==> src/rtl/dbg_host.sv <==
// Debug-bus initiator: turns a host byte stream into single/burst debug-bus
// accesses and returns read data or a write acknowledge as a byte stream.
module dbg_host #(
    parameter int unsigned SEG_W    = 2,
    parameter int unsigned OFS_W    = 12,
    parameter int unsigned PARK_SEG = 0,
    parameter logic [7:0]  ACK_BYTE = 8'hA5
) (
    input  logic                   clk,
    input  logic                   rst_n,
    input  logic [7:0]             in_data,
    input  logic                   in_valid,
    output logic                   in_ready,
    output logic [7:0]             out_data,
    output logic                   out_valid,
    input  logic                   out_ready,
    output logic [SEG_W+OFS_W-1:0] dbg_addr,
    output logic                   dbg_wen,
    output logic [7:0]             dbg_wdata,
    input  logic [7:0]             dbg_rdata,
    output logic                   busy
);

    localparam int unsigned AW = SEG_W + OFS_W;
    localparam logic [AW-1:0] PARK_ADDR = {SEG_W'(PARK_SEG), OFS_W'(0)};

    typedef enum logic [2:0] {
        S_HDR, S_OFS, S_LEN, S_WDATA, S_RADDR, S_RCAP, S_RSEND, S_ACK
    } state_t;

    state_t           state;
    logic             is_wr;
    logic [SEG_W-1:0] seg;
    logic [OFS_W-1:0] ofs;
    logic [OFS_W-1:0] ofs_inc;
    logic [7:0]       cnt;
    logic             in_fire;
    logic             out_fire;
    logic             unused_rsvd;

    assign in_fire     = in_valid & in_ready;
    assign out_fire    = out_valid & out_ready;
    assign ofs_inc     = ofs + OFS_W'(1);
    assign unused_rsvd = in_data[4];

    // Bus outputs default to the parked address with no strobe every cycle;
    // only access cycles override them.
    always_ff @(posedge clk or negedge rst_n) begin
        if (!rst_n) begin
            state     <= S_HDR;
            is_wr     <= 1'b0;
            seg       <= '0;
            ofs       <= '0;
            cnt       <= '0;
            in_ready  <= 1'b0;
            out_valid <= 1'b0;
            out_data  <= '0;
            dbg_addr  <= PARK_ADDR;
            dbg_wen   <= 1'b0;
            dbg_wdata <= '0;
            busy      <= 1'b0;
        end else begin
            dbg_wen  <= 1'b0;
            dbg_addr <= PARK_ADDR;
            case (state)
                S_HDR: begin
                    in_ready <= 1'b1;
                    if (in_fire) begin
                        is_wr <= in_data[7];
                        seg   <= SEG_W'(in_data[6:5]);
                        ofs   <= OFS_W'({in_data[3:0], 8'h00});
                        busy  <= 1'b1;
                        state <= S_OFS;
                    end
                end
                S_OFS: begin
                    if (in_fire) begin
                        ofs   <= ofs | OFS_W'(in_data);
                        state <= S_LEN;
                    end
                end
                S_LEN: begin
                    if (in_fire) begin
                        cnt <= in_data;
                        if (is_wr) begin
                            state <= S_WDATA;
                        end else begin
                            in_ready <= 1'b0;
                            dbg_addr <= {seg, ofs};
                            state    <= S_RADDR;
                        end
                    end
                end
                S_WDATA: begin
                    if (in_fire) begin
                        dbg_wen   <= 1'b1;
                        dbg_addr  <= {seg, ofs};
                        dbg_wdata <= in_data;
                        ofs       <= ofs_inc;
                        if (cnt == 8'd0) begin
                            in_ready  <= 1'b0;
                            out_valid <= 1'b1;
                            out_data  <= ACK_BYTE;
                            state     <= S_ACK;
                        end else begin
                            cnt <= cnt - 8'd1;
                        end
                    end
                end
                S_RADDR: begin
                    dbg_addr <= {seg, ofs};
                    state    <= S_RCAP;
                end
                S_RCAP: begin
                    out_data  <= dbg_rdata;
                    out_valid <= 1'b1;
                    state     <= S_RSEND;
                end
                S_RSEND: begin
                    if (out_fire) begin
                        out_valid <= 1'b0;
                        if (cnt != 8'd0) begin
                            cnt      <= cnt - 8'd1;
                            ofs      <= ofs_inc;
                            dbg_addr <= {seg, ofs_inc};
                            state    <= S_RADDR;
                        end else begin
                            in_ready <= 1'b1;
                            busy     <= 1'b0;
                            state    <= S_HDR;
                        end
                    end
                end
                S_ACK: begin
                    if (out_fire) begin
                        out_valid <= 1'b0;
                        in_ready  <= 1'b1;
                        busy      <= 1'b0;
                        state     <= S_HDR;
                    end
                end
                default: state <= S_HDR;
            endcase
        end
    end

endmodule

==> config.mk <==
export PLATFORM = sky130hd
export DESIGN_NAME = dbg_host
export DESIGN_NICKNAME = d
export VERILOG_FILES = /design/src/rtl/dbg_host.sv
export SDC_FILE = /design/constraint.sdc
export NUM_CORES = 1
export LEC_CHECK = 0
export ABC_AREA = 1
export CAP_MARGIN = 25
export CORE_MARGIN = 4
export CORE_UTILIZATION = 45
export CTS_CLUSTER_DIAMETER = 40
export DETAILED_ROUTE_END_ITERATION = 8
export GPL_TIMING_DRIVEN = 1
export PLACE_DENSITY = 0.69
export SLEW_MARGIN = 40
export SYNTH_ARGS = -nofsm -noshare
export SYNTH_HDL_FRONTEND = slang
export SYNTH_SLANG_ARGS = --single-unit
==> constraint.sdc <==
create_clock -name clk -period 3.4 [get_ports clk]
set_input_delay 0.51 -clock clk [delete_from_list [all_inputs] [get_ports clk]]
set_output_delay 0.51 -clock clk [all_outputs]
set_load 0.03 [all_outputs]
==> impl_results.rst <==
.. list-table::
   :header-rows: 1

   * - Metric
     - Value
   * - Number of enable flip-flop cells after synthesis
     - 0
   * - Chain of cells forming the critical path
     - nand3_1 -> nand2_2 -> inv_1 -> nand2_1 -> o21ai_0 -> nand2_1 -> nand2_1
   * - Detailed router's first-iteration violation count
     - 230
   * - Num CTS Buffers
     - 9
   * - Placeable core region
     - between 0.006 and 0.007 mm^2
   * - Clk pin slew, worst setup/hold paths
     - 0.07 ns
   * - Clock insertion delay at the later pin of the skew report
     - around 0.34 ns
   * - Share of cells above drive strength 1
     - 9.92%
   * - Hold Worst Slack
     - around 0.2 ns
   * - Total area of sequential cells
     - about 0.0015 mm^2
   * - Clock tree from TritonCTS
     - yes
   * - Most common cell in the synthesized netlist
     - nand2_1
   * - Vias per inst
     - 4.99
   * - Buf+Inv Stages, Crit Path
     - 1
   * - Total of flip-flops plus latches after synthesis
     - 60
   * - Crit path launch type
     - flip-flop
   * - Most used cell along the critical path
     - nand2_1
   * - Count of nets left with antenna violations after detail routing
     - 0
   * - Area of the mapped netlist
     - 0.00321 mm^2
   * - Final #Nets
     - a little over 500
   * - Via count of the first global-routing pass
     - 2809
   * - Total congestion overflow after global routing
     - 0
   * - Total via count after detailed routing
     - roughly 2900
   * - Worst Path Required
     - between 3 and 4 ns
   * - Die area
     - 0.00855 mm^2
   * - Count of cell types in the netlist
     - 30
   * - Quantity of I/O buffers inserted on ports
     - 53
   * - Fill cell count
     - 638
   * - Worst hold-check path type
     - in -> async
   * - Unrepaired setup endpoints after global routing
     - no
   * - Power Dens Cells
     - between 300 and 400 mW/mm^2
   * - Maximum single-stage delay on the critical path
     - around 0.62 ns
   * - Top cells by instance count after synthesis
     - 151 x nand2_1, 60 x dfrtp_1, 43 x inv_1, 43 x o21ai_0, 38 x nor2_1
   * - Achievable clock frequency
     - 0.505 GHz
   * - Setup violations, final
     - 0
   * - Maximum resistive drop on vdd
     - 0.225 mV
   * - CP endpoint kind
     - flip-flop
   * - Number of gates resized after CTS
     - 0
   * - Predominant post-synthesis flop cell
     - dfrtp_1
   * - Yosys top cell area share
     - 46.8%
   * - Ranking of synthesized cells by area
     - dfrtp_1 47%, nand2_1 18%, o21ai_0 6.7%
   * - # diodes
     - 0
   * - Number of antenna violations at the first check in global routing
     - 0
   * - Run status
     - completed
   * - Warnings, synthesis
     - 0
   * - Critical Setup Path Class
     - reg -> reg
   * - Syn_area_per_cell
     - roughly 7.5 um^2
   * - Final worst-path cycle share
     - 58.2%
   * - Area growth from synthesis to layout
     - 25.3%
   * - Detailed-placement wirelength estimate
     - 5760 um
   * - Post-route DRC violation count
     - 0
   * - Post-synthesis sequential area ratio
     - 46.8%
   * - Worst clock skew on the final layout
     - 0.0108 ns
   * - Max Cap Violations
     - 0
   * - Routability cong.
     - about 0.86
   * - Vert. Die Dim
     - 92.5 um
   * - Crit path arrival time
     - 2.20 ns
   * - Area of combinational cells with multiple inputs
     - 0.00149 mm^2
   * - Largest fanout on the critical path
     - 25
   * - Global Route Usage Sum
     - 19.8%
   * - Clock period minus final worst setup slack
     - 1.98 ns
   * - Clk root buf
     - clkbuf_8
   * - CTS sink count
     - 60
   * - Setup_tns
     - 0 ns
   * - Cell family contributing the most delay on the critical path
     - simple AND/OR/NAND/NOR gates
   * - Pin count of the biggest net entering global routing
     - 34
   * - Mapped Nets
     - 452
   * - Wire length reported by the detailed router
     - around 7800 um
   * - Total number of H-tree levels
     - 3
   * - Slowest cell on crit path
     - dfrtp_1
   * - Number of placed I/O pins
     - 54
   * - Cells after synthesis
     - 430
   * - Number of buffers added to fix hold violations after cts
     - 0
   * - Cell type contributing the most total cell area after synthesis
     - dfrtp_1
   * - Average wire per cell in the routed design
     - roughly 13 um
   * - Initial standard-cell utilization of the core
     - 46.7%
   * - Max_slew headroom
     - a little under three fifths
   * - Global-route wire length before repair
     - 13400 um
   * - Final hold violation count
     - 0
   * - Buffer levels on the longest clock path
     - 2
   * - DIE WIDTH
     - just over 90 um
   * - Post-synthesis async set-or-reset flop share
     - 100%
   * - Cell row count
     - 30
   * - Least-Margin Pin Slew
     - 0.668 ns
   * - Leakage power total
     - roughly 2.1 nW
   * - Final max-slew violation count
     - 0
   * - Post CTS Setup Buffer Count
     - 0
   * - Number of optimization iterations in the first detailed-route pass
     - 5
-- sequential cells by signal, summed over array words and instances (netlist names) --
| register | flops |
|---|---|
| busy | 1 |
| cnt | 8 |
| dbg_addr | 14 |
| dbg_wdata | 8 |
| dbg_wen | 1 |
| in_ready | 1 |
| is_wr | 1 |
| ofs | 12 |
| out_data | 8 |
| out_valid | 1 |
| seg | 2 |
| state | 3 |
-- metrics by stage --
stage	cells	instance area [um^2]	power [mW]	setup slack (ns)	utilization (%)
3_3_place_gp	574	3820	0.793	1.40	55.6
5_1_grt	590	4020	1.50	1.22	58.5
2_1_floorplan	430	3210	0.746	1.83	-
4_1_cts	590	4020	1.45	1.43	58.5
6_report	590	4020	1.44	1.42	58.5
3_5_place_dp	574	3820	0.794	1.32	55.6
-- cells in the final DEF, fill, tap and decap left out, types with 2 or more instances in the layout --
cell type,instances
inv_2,4
nand3_1,30
dfrtp_1,60
o22ai_1,2
clkdlybuf4s50_1,52
ha_1,2
a21oi_1,7
clkinv_2,2
nand2_2,15
inv_1,43
nor2_2,4
nand2_1,151
xor2_1,4
o21ai_0,43
nand4_1,7
nand2_4,2
nor2_1,38
clkbuf_8,11
-- area by class of cell --
type / count / share of cell area, %
Clock buffer: 12 / 3.86
Timing Repair Buffer: 54 / 13.3
Clock inverter: 4 / 1.18
Inverter: 47 / 4.39
Multi-Input combinational cell: 317 / 37.0
Tap cell: 96 / 2.99
Sequential cell: 60 / 37.3
-- report_power, final --
part / switching, mW / internal, mW / leakage [nW]
clock: 0.284 / 0.376 / 0.102
combinational: 0.0338 / 0.0276 / 1.27
sequential: 0.00125 / 0.716 / 0.746
total: 0.320 / 1.12 / 2.12
-- logic make-up (layout without fill, tap and decap cells) --
logic type | after synthesis | in the layout | share of synthesized area [%]
and+or+nand+nor | 255 | 255 | 35.3
DFF | 60 | 60 | 46.8
AOI/OAI and AO/OA | 55 | 55 | 8.89
buffers and inverters | 53 | 117 | 6.90
xor gates and xnor gates | 5 | 5 | 1.36
adders and majority gates | 2 | 2 | 0.780
-- metal layers --
metal	vias to the layer above	wire, um	global-route usage [%]
met5	-	0	0
met4	0	74	6.19
li1	1489	-	-
met1	1367	3690	26.9
met2	81	3690	31.5
met3	5	384	4.47
-- path summary, 6_finish.rpt --
| kind | slack, ns | to | depth (start not counted) | startpoint |
|---|---|---|---|---|
| worst max-delay path | 1.42 | cnt[1] | 7 | state[0] |
| min in group clk | 0.48 | out_data[4] | 2 | out_data[4] |
| worst max register to register | 1.42 | cnt[1] | 7 | state[0] |
| worst min register to register | 0.48 | out_data[4] | 2 | out_data[4] |
| max in group asynchronous | 2.33 | dbg_addr[2] | 2 | rst_n |
| worst min-delay path | 0.20 | cnt[7] | 1 | rst_n |
(Power assumes the default switching activity.)
